--- config.mk ---
export PLATFORM = sky130hd
export DESIGN_NAME = dmem_arbiter_flat
export DESIGN_NICKNAME = d
export VERILOG_FILES = /design/src/rtl/dmem_arbiter_pkg.sv /design/src/rtl/dmem_arbiter_if.sv /design/src/rtl/dmem_arbiter_rd_tag_pipe.sv /design/src/rtl/dmem_arbiter.sv /design/src/flat_wrapper.sv
export SDC_FILE = /design/constraint.sdc
export NUM_CORES = 1
export LEC_CHECK = 0
export ABC_AREA = 1
export CAP_MARGIN = 20
export CORE_AREA = 2 2 88 90
export CTS_CLUSTER_SIZE = 20
export DETAILED_ROUTE_END_ITERATION = 7
export DIE_AREA = 0 0 90 92
export PLACE_DENSITY = 0.89
export SYNTH_ARGS = -nofsm -noshare
export SYNTH_HDL_FRONTEND = slang
export SYNTH_SLANG_ARGS = --single-unit
--- constraint.sdc ---
create_clock -name clk -period 5.2 [get_ports clk]
set_clock_uncertainty 0.2 [all_clocks]
set_input_delay 1.04 -clock clk [delete_from_list [all_inputs] [get_ports clk]]
set_output_delay 1.04 -clock clk [all_outputs]
set_load 0.05 [all_outputs]
--- src/rtl/dmem_arbiter_pkg.sv ---
// Shared types and defaults for the data-memory arbiter: FSM states,
// requester IDs and the read-return tag carried through the latency pipe.
package dmem_arb_pkg;

  localparam int unsigned ADDR_W_DEF   = 12;
  localparam int unsigned DATA_W_DEF   = 32;
  localparam int unsigned RD_LAT_DEF   = 1;
  localparam int unsigned MAX_WAIT_DEF = 8;

  typedef enum logic {
    PRI_CPU   = 1'b0,
    FORCE_AUX = 1'b1
  } arb_state_e;

  localparam logic PORT_CPU = 1'b0;
  localparam logic PORT_AUX = 1'b1;

  typedef struct packed {
    logic valid;
    logic port;
  } rd_tag_t;

endpackage

--- src/rtl/dmem_arbiter_if.sv ---
// Bundle of both requester ports plus the dmem pins. The arbiter takes the
// slave view; the requesters and memory together form the master view.
interface dmem_arbiter_if
  import dmem_arb_pkg::*;
#(
  parameter int unsigned ADDR_W = ADDR_W_DEF,
  parameter int unsigned DATA_W = DATA_W_DEF
);
  logic              cpu_req,   aux_req;
  logic              cpu_we,    aux_we;
  logic [ADDR_W-1:0] cpu_addr,  aux_addr;
  logic [DATA_W-1:0] cpu_wdata, aux_wdata;
  logic              cpu_gnt,   aux_gnt;
  logic              cpu_stall;
  logic              cpu_rvalid, aux_rvalid;
  logic [DATA_W-1:0] rdata;
  logic [ADDR_W-1:0] address_dmem;
  logic [DATA_W-1:0] data;
  logic              wren;
  logic [DATA_W-1:0] q_dmem;

  modport slave (
    input  cpu_req, cpu_we, cpu_addr, cpu_wdata,
    input  aux_req, aux_we, aux_addr, aux_wdata,
    input  q_dmem,
    output cpu_gnt, aux_gnt, cpu_stall, cpu_rvalid, aux_rvalid, rdata,
    output address_dmem, data, wren
  );

  modport master (
    output cpu_req, cpu_we, cpu_addr, cpu_wdata,
    output aux_req, aux_we, aux_addr, aux_wdata,
    output q_dmem,
    input  cpu_gnt, aux_gnt, cpu_stall, cpu_rvalid, aux_rvalid, rdata,
    input  address_dmem, data, wren
  );

endinterface

--- src/rtl/dmem_arbiter_rd_tag_pipe.sv ---
// Delay line of {valid, port} tags matching the dmem read latency, so each
// returning word is steered to the port that issued the read.
module rd_tag_pipe
  import dmem_arb_pkg::*;
#(
  parameter int unsigned DEPTH = RD_LAT_DEF
) (
  input  logic    clk,
  input  logic    rst,
  input  rd_tag_t tag_i,
  output rd_tag_t tag_o
);

  rd_tag_t stage_q [DEPTH];

  always_ff @(posedge clk or posedge rst) begin
    if (rst) begin
      // NOTE: every stage is reset, not just the head; a stale valid bit deeper in the line would fire an rvalid after reset.
      for (int i = 0; i < DEPTH; i++) stage_q[i] <= '0;
    end else begin
      stage_q[0] <= tag_i;
      for (int i = 1; i < DEPTH; i++) stage_q[i] <= stage_q[i-1];
    end
  end

  assign tag_o = stage_q[DEPTH-1];

endmodule

--- src/rtl/dmem_arbiter.sv ---
// Two-port dmem arbiter: CPU has fixed priority, a starvation counter forces
// an AUX grant after MAX_WAIT consecutive denials, read data routed by tag.
module dmem_arbiter
  import dmem_arb_pkg::*;
#(
  parameter int unsigned ADDR_W   = ADDR_W_DEF,
  parameter int unsigned DATA_W   = DATA_W_DEF,
  parameter int unsigned RD_LAT   = RD_LAT_DEF,
  parameter int unsigned MAX_WAIT = MAX_WAIT_DEF,
  localparam int unsigned WAIT_W  = $clog2(MAX_WAIT + 1)
) (
  input  logic              clk,
  input  logic              rst,
  dmem_arbiter_if.slave     bus,
  output logic [15:0]       conflict_cnt_o,
  output arb_state_e        state_o,
  output logic [WAIT_W-1:0] wait_cnt_o
);

  arb_state_e        state_q, state_d;
  logic [WAIT_W-1:0] wait_q,  wait_d;
  logic [15:0]       conflict_q, conflict_d;

  logic              cpu_gnt, aux_gnt;
  logic              sel_we;
  logic [ADDR_W-1:0] sel_addr;
  logic [DATA_W-1:0] sel_wdata;
  rd_tag_t           issue_tag, ret_tag;

  // Grants are gated by reset so nothing reaches dmem while it is asserted.
  always_comb begin
    // NOTE: defaults first keep every path assigned, so no latch is inferred.
    cpu_gnt = 1'b0;
    aux_gnt = 1'b0;
    if (!rst) begin
      if (state_q == FORCE_AUX) begin
        aux_gnt = bus.aux_req;
      end else begin
        cpu_gnt = bus.cpu_req;
        aux_gnt = bus.aux_req & ~bus.cpu_req;
      end
    end
  end

  always_comb begin
    state_d    = PRI_CPU;
    wait_d     = '0;
    conflict_d = conflict_q;
    if (bus.aux_req && !aux_gnt) begin
      if (wait_q == WAIT_W'(MAX_WAIT - 1)) state_d = FORCE_AUX;
      else                                 wait_d  = wait_q + 1'b1;
    end
    if (bus.cpu_req && bus.aux_req && conflict_q != 16'hFFFF)
      conflict_d = conflict_q + 16'd1;
  end

  always_comb begin
    sel_we    = 1'b0;
    sel_addr  = '0;
    sel_wdata = '0;
    if (cpu_gnt) begin
      sel_we    = bus.cpu_we;
      sel_addr  = bus.cpu_addr;
      sel_wdata = bus.cpu_wdata;
    end else if (aux_gnt) begin
      sel_we    = bus.aux_we;
      sel_addr  = bus.aux_addr;
      sel_wdata = bus.aux_wdata;
    end
  end

  always_ff @(posedge clk or posedge rst) begin
    if (rst) begin
      state_q    <= PRI_CPU;
      wait_q     <= '0;
      conflict_q <= '0;
    end else begin
      // NOTE: non-blocking so every register samples the same pre-edge values.
      state_q    <= state_d;
      wait_q     <= wait_d;
      conflict_q <= conflict_d;
    end
  end

  assign issue_tag.valid = (cpu_gnt | aux_gnt) & ~sel_we;
  assign issue_tag.port  = aux_gnt ? PORT_AUX : PORT_CPU;

  rd_tag_pipe #(.DEPTH(RD_LAT)) u_tags (
    .clk   (clk),
    .rst   (rst),
    .tag_i (issue_tag),
    .tag_o (ret_tag)
  );

  assign bus.cpu_gnt      = cpu_gnt;
  assign bus.aux_gnt      = aux_gnt;
  assign bus.cpu_stall    = bus.cpu_req & ~cpu_gnt & ~rst;
  assign bus.address_dmem = sel_addr;
  assign bus.data         = sel_wdata;
  assign bus.wren         = sel_we & (cpu_gnt | aux_gnt);
  assign bus.cpu_rvalid   = ret_tag.valid & (ret_tag.port == PORT_CPU);
  assign bus.aux_rvalid   = ret_tag.valid & (ret_tag.port == PORT_AUX);
  assign bus.rdata        = bus.q_dmem;

  assign conflict_cnt_o = conflict_q;
  assign state_o        = state_q;
  assign wait_cnt_o     = wait_q;

endmodule

--- src/flat_wrapper.sv ---
// flat-port wrapper written by rule: the top's interface ports become plain ports
module dmem_arbiter_flat import dmem_arb_pkg::*;
#(
  parameter int unsigned ADDR_W   = ADDR_W_DEF,
  parameter int unsigned DATA_W   = DATA_W_DEF,
  parameter int unsigned RD_LAT   = RD_LAT_DEF,
  parameter int unsigned MAX_WAIT = MAX_WAIT_DEF,
  localparam int unsigned WAIT_W  = $clog2(MAX_WAIT + 1)
)
  (clk, rst, conflict_cnt_o, state_o, wait_cnt_o, bus_cpu_req, bus_cpu_we, bus_cpu_addr, bus_cpu_wdata, bus_aux_req, bus_aux_we, bus_aux_addr, bus_aux_wdata, bus_q_dmem, bus_cpu_gnt, bus_aux_gnt, bus_cpu_stall, bus_cpu_rvalid, bus_aux_rvalid, bus_rdata, bus_address_dmem, bus_data, bus_wren);
  dmem_arbiter_if #(.ADDR_W(ADDR_W), .DATA_W(DATA_W)) bus_i ();
  input  logic clk;
  input  logic rst;
  output logic [15:0] conflict_cnt_o;
  output arb_state_e state_o;
  output logic [WAIT_W-1:0] wait_cnt_o;
  input wire logic [$bits(bus_i.cpu_req)-1:0] bus_cpu_req;
  input wire logic [$bits(bus_i.cpu_we)-1:0] bus_cpu_we;
  input wire logic [$bits(bus_i.cpu_addr)-1:0] bus_cpu_addr;
  input wire logic [$bits(bus_i.cpu_wdata)-1:0] bus_cpu_wdata;
  input wire logic [$bits(bus_i.aux_req)-1:0] bus_aux_req;
  input wire logic [$bits(bus_i.aux_we)-1:0] bus_aux_we;
  input wire logic [$bits(bus_i.aux_addr)-1:0] bus_aux_addr;
  input wire logic [$bits(bus_i.aux_wdata)-1:0] bus_aux_wdata;
  input wire logic [$bits(bus_i.q_dmem)-1:0] bus_q_dmem;
  output wire logic [$bits(bus_i.cpu_gnt)-1:0] bus_cpu_gnt;
  output wire logic [$bits(bus_i.aux_gnt)-1:0] bus_aux_gnt;
  output wire logic [$bits(bus_i.cpu_stall)-1:0] bus_cpu_stall;
  output wire logic [$bits(bus_i.cpu_rvalid)-1:0] bus_cpu_rvalid;
  output wire logic [$bits(bus_i.aux_rvalid)-1:0] bus_aux_rvalid;
  output wire logic [$bits(bus_i.rdata)-1:0] bus_rdata;
  output wire logic [$bits(bus_i.address_dmem)-1:0] bus_address_dmem;
  output wire logic [$bits(bus_i.data)-1:0] bus_data;
  output wire logic [$bits(bus_i.wren)-1:0] bus_wren;
  assign bus_i.cpu_req = bus_cpu_req;
  assign bus_i.cpu_we = bus_cpu_we;
  assign bus_i.cpu_addr = bus_cpu_addr;
  assign bus_i.cpu_wdata = bus_cpu_wdata;
  assign bus_i.aux_req = bus_aux_req;
  assign bus_i.aux_we = bus_aux_we;
  assign bus_i.aux_addr = bus_aux_addr;
  assign bus_i.aux_wdata = bus_aux_wdata;
  assign bus_i.q_dmem = bus_q_dmem;
  assign bus_cpu_gnt = bus_i.cpu_gnt;
  assign bus_aux_gnt = bus_i.aux_gnt;
  assign bus_cpu_stall = bus_i.cpu_stall;
  assign bus_cpu_rvalid = bus_i.cpu_rvalid;
  assign bus_aux_rvalid = bus_i.aux_rvalid;
  assign bus_rdata = bus_i.rdata;
  assign bus_address_dmem = bus_i.address_dmem;
  assign bus_data = bus_i.data;
  assign bus_wren = bus_i.wren;
  dmem_arbiter #(.ADDR_W(ADDR_W), .DATA_W(DATA_W), .RD_LAT(RD_LAT), .MAX_WAIT(MAX_WAIT)) u_core (.clk(clk), .rst(rst), .bus(bus_i), .conflict_cnt_o(conflict_cnt_o), .state_o(state_o), .wait_cnt_o(wait_cnt_o));
endmodule
# Word-level counts from Yosys, hierarchy flattened

Cells that the tools add are included.

Register bits after elaboration: 23
Output and inout port bits: 103

Add/subtract/negate cells: 2
Equal/unequal tests: 2
Muxes and demuxes: 15
Bitwise logic cells: 13
Reductions and logical operators: 4

Operator list:

| kind                    | number |
|---|---|
| $mux W32                | 2 |
| $mux W12                | 2 |
| $add A16 B1 Y16 const B | 1 |
| $ne A16 B16 Y1 const B  | 1 |
| $mux W1                 | 9 |
| $mux W4                 | 2 |
| $and A1 B1 Y1           | 7 |
| $not A1 Y1              | 5 |
| $add A4 B1 Y4 const B   | 1 |
| $eq A4 B3 Y1 const B    | 1 |
| $logic_and A1 B1 Y1     | 3 |
| $logic_not A1 Y1        | 1 |
| $or A1 B1 Y1            | 1 |

# Longest topological paths before layout

Word-level depth: 8
Mapped depth: 9
Depth with buffers taken out: 9

# By module

Synthesis repeated with hierarchy kept, for this count alone.

Cell total of the unflattened synthesis: 279
Area total of the unflattened synthesis: 2,064.5 µm²

By module, submodules not included:

| module       | times used | cells each | area each (µm²) |
|---|---|---|---|
| dmem_arbiter | 1          | 276        | 2,010.7 |
| rd_tag_pipe  | 1          | 3          | 53.8 |

# Worst setup path after synthesis

OpenSTA, ideal clock, no wires.

Path kind: input to output
Start: in rst
End: out bus_data[22]
Arrival time: 2,861 ps
Required time: 3,960 ps
Path slack: 1,099 ps
Stages on the path: 5
Buffers on the path: 1
Cell sequence: inv_1 > nand3_1 > inv_2 > buf_2 > a22o_1

Word-level cells in the longest chain between the ends: 3
Elaborated cells between the ends (all ways): 4

Ends and longest elaborated chain:

| item                  | RTL line           | RTL |
|---|---|---|
| start: declaration    | flat_wrapper.sv:13 | `input logic rst;` |
| $mux W1               | dmem_arbiter.sv:35 | `if (!rst) begin` |
| named net bus_aux_gnt | flat_wrapper.sv:27 | `output wire logic [$bits(bus_i.aux_gnt)-1:0] bus_aux_gnt;` |
| $mux W32              | dmem_arbiter.sv:65 | `end else if (aux_gnt) begin` |
| $mux W32              | dmem_arbiter.sv:61 | `if (cpu_gnt) begin` |
| end: declaration      | flat_wrapper.sv:33 | `output wire logic [$bits(bus_i.data)-1:0] bus_data;` |

The timed path passes the listed nets, and every way through them passes these cells.

# Worst setup path after layout

Start: in rst
End: out bus_address_dmem[2]

Word-level cells in the longest chain between the ends: 3
Elaborated cells between the ends (all ways): 4

Ends and longest elaborated chain:

| item             | RTL line           | RTL |
|---|---|---|
| $mux W1          | dmem_arbiter.sv:35 |  |
| $mux W12         | dmem_arbiter.sv:65 |  |
| $mux W12 (*)     | dmem_arbiter.sv:61 |  |
| end: declaration | flat_wrapper.sv:32 | `output wire logic [$bits(bus_i.address_dmem)-1:0] bus_address_dmem;` |

Mark *: on every way between the ends. The rest lies on a longest branch, timed or not.

==> results_dict.tcl <==
set metrics [dict create \
    cts_root_buf "clkbuf_8" \
    vias 2296 \
    outcome "finished, final reports clean" \
    hold_viol_final 0 \
    core_um2 7450 \
    p_leak_uw 0.00168 \
    hold_buffers 0 \
    p_per_area_nw_per_um2 207 \
    async_reset_ff_frac 1.00 \
    first_pass_iters 4 \
    antenna_found_initial 0 \
    setup_viol 0 \
    wl_um 8480 \
    rows 32 \
    regToRegSetupSlack_ns 3.08 \
    die_w_um 90 \
    synthTopCellsByCount "nand2_1, a22o_1, buf_4, dfrtp_1, nor2_1" \
    syn_avg_cell_area_um2 7.64 \
    synth_top_family_by_area "simple AND/OR/NAND/NOR gates" \
    cts.repair.resized 0 \
    wl_per_cell_um 17.2 \
    start_util 0.269 \
    fillCellCount 683 \
    synth-simple-area-share 0.273 \
    dp_hpwl_um 7210 \
    cts_buffer_depth 2 \
    hp-class "register to register" \
    synth_area_um2 2000 \
    total_power_uw 826 \
    num_antenna_cells 0 \
    grt_pass1_vias 2252 \
    cap_viol_max_count 0 \
    drive_above_1_share 0.192 \
    ys.flop_type "dfrtp_1" \
    synth-warning-count 0 \
    post-place-ws_ns 1.03 \
    grt_pass1_wl_um 12400 \
    critPathLaunch "rst" \
    ys_ff_latch 23 \
    rsz0062_at_grt "false" \
    viasPerCell 4.67 \
    synthMuxAreaShare 0 \
    top_level_ports 229 \
    post_cts_buffers 0 \
    synth.top_cell.area_share 0.288 \
    die_h_um 92 \
    layout.nets 519 \
    grt_max_degree 48 \
    holdCritStartpoint "u_core.wait_cnt_o[0]" \
    r2r-start "u_core.conflict_cnt_o[0]" \
    setup_slack_ns 1.03 \
    cts_buffers 3 \
    synth.top_cells.by_area "dfrtp_1, a22o_1, buf_4, nand2_1, nor2_1" \
    cts.htree.levels 1 \
    place_area_um2 3940 \
    synth-edff-count 0 \
    post-route-period-util 0.801 \
    drtIter0Drc 59 \
    overflow 0 \
    synth-compound-area-share 0.220 \
    gp_congestion 0.837 \
    clk_latency_ns 0.27 \
    clk_pin_slew_worst_paths_ns 0.08 \
    max-slew-margin-rel 0.468 \
    ff2ff_path_depth 9 \
    grtUsageTotal 0.189 \
    dieArea_um2 8280 \
    synthXorXnorAreaFrac 0.0219 \
    worstHoldPathCells 1 \
    crit_required_ns 3.96 \
    fin_setup_tns_ns 0 \
    end_kind "output port" \
    ant_nets 0 \
    ys_seq_area_frac 0.288 \
    finalMaxSlewViolations 0 \
    cts_tree "yes" \
    crit_path_start_kind "input pin" \
    drc 0 \
    max_slew.worst_pin.slew_ns 0.797 \
    synth_most_common_cell "nand2_1" \
    port_buffers 164 \
    yosys.area.top_type "dfrtp_1" \
    path_class "input pin to output port" \
    syn2layout_area_growth_pct 99.4 \
    finalCriticalPeriod_ns 4.17 \
    syn_nets 390 \
    syn_inst 262 \
    crit_path_max_fanout 47 \
    synth_fa_ha_area_frac 0.0125 \
    ir_drop_mv 0.215 \
    ys_types 24 \
    clock.fmax_mhz 240 \
    cp.arrival_ns 2.93 \
    clkSinkCount 23 \
    final_area_um2 3990 \
]
cells in the final DEF, fill, tap and decap left out:
cell type / n
nand2_2: 6
nand4_2: 1
nand4_1: 5
nor2_2: 6
a21oi_1: 1
nand3_1: 11
clkbuf_8: 3
nand2_1: 62
xor2_1: 2
clkdlybuf4s50_1: 117
inv_2: 3
xnor2_1: 3
nand2_4: 1
nand3b_1: 4
o21ai_2: 4
o21ai_1: 1
inv_1: 18
clkinv_2: 1
o21ai_0: 2
dfrtp_1: 23
nor2_1: 20
ha_1: 2
buf_12: 46
a22o_1: 44
nor2_4: 2
buf_4: 2
metal layers:
layer,track usage,vias to the layer above,share of wire
li1,-,1109,-
met1,0.207,1066,0.36
met2,0.315,93,0.49
met3,0.101,28,0.12
met4,0.0628,0,0.022
met5,0,-,0
power breakdown:
group          switching [uW]  internal, uW  leakage (uW)
combinational             257           219       0.00136
sequential               35.7           201      0.000303
clock                    60.6          53.6     0.0000255
total                     353           473       0.00168
logic make-up after synthesis:
family                   count (synthesis)
AND/OR/NAND/NOR                        118
buffers and inverters                   62
AO/OA/AOI/OAI                           52
flip-flops                              23
XOR/XNOR                                 5
adder cells (fa/ha/maj)                  2
area by class of cell:
| class | count | area (um^2) | share of cell area |
|---|---|---|---|
| multi-input cells | 177 | 1050 | 0.264 |
| inverters | 21 | 78.8 | 0.0198 |
| clock buffers | 3 | 41.3 | 0.0103 |
| flip-flops and latches | 23 | 576 | 0.144 |
| clock inverters | 1 | 5.00 | 0.00125 |
| well taps | 102 | 128 | 0.0320 |
| repair buffers | 165 | 2110 | 0.528 |
flip-flops by register name, indices dropped and copies added (netlist names):
register,count
u_core.state_o,1
u_core.conflict_cnt_o,16
u_core.u_tags.tag_o,2
u_core.wait_cnt_o,4
per-stage QoR:
| stage | hold slack, ns | instances | utilization |
|---|---|---|---|
| 2_1_floorplan | 0.556 | 262 | - |
| 3_3_place_gp | 0.274 | 488 | 0.530 |
| 3_5_place_dp | 0.294 | 488 | 0.530 |
| 4_1_cts | 0.308 | 492 | 0.536 |
| 5_1_grt | 0.349 | 492 | 0.536 |
| 6_report | 0.305 | 492 | 0.536 |
critical path, stage by stage:
cell and delay (ns):
clkdlybuf4s50_1 0.39, inv_1 0.17, nand3_1 0.19, inv_2 0.61
a22o_1 0.33, buf_12 0.16
final timing paths:
check,to
hold reg to reg,u_core.wait_cnt_o[0]
hold / removal,u_core.wait_cnt_o[0]
max in group asynchronous,u_core.wait_cnt_o[0]
setup / recovery,bus_address_dmem[2]
min in group asynchronous,u_core.u_tags.tag_o[1]
setup reg to reg,u_core.conflict_cnt_o[1]
Power figures use the tool's default switching activity.
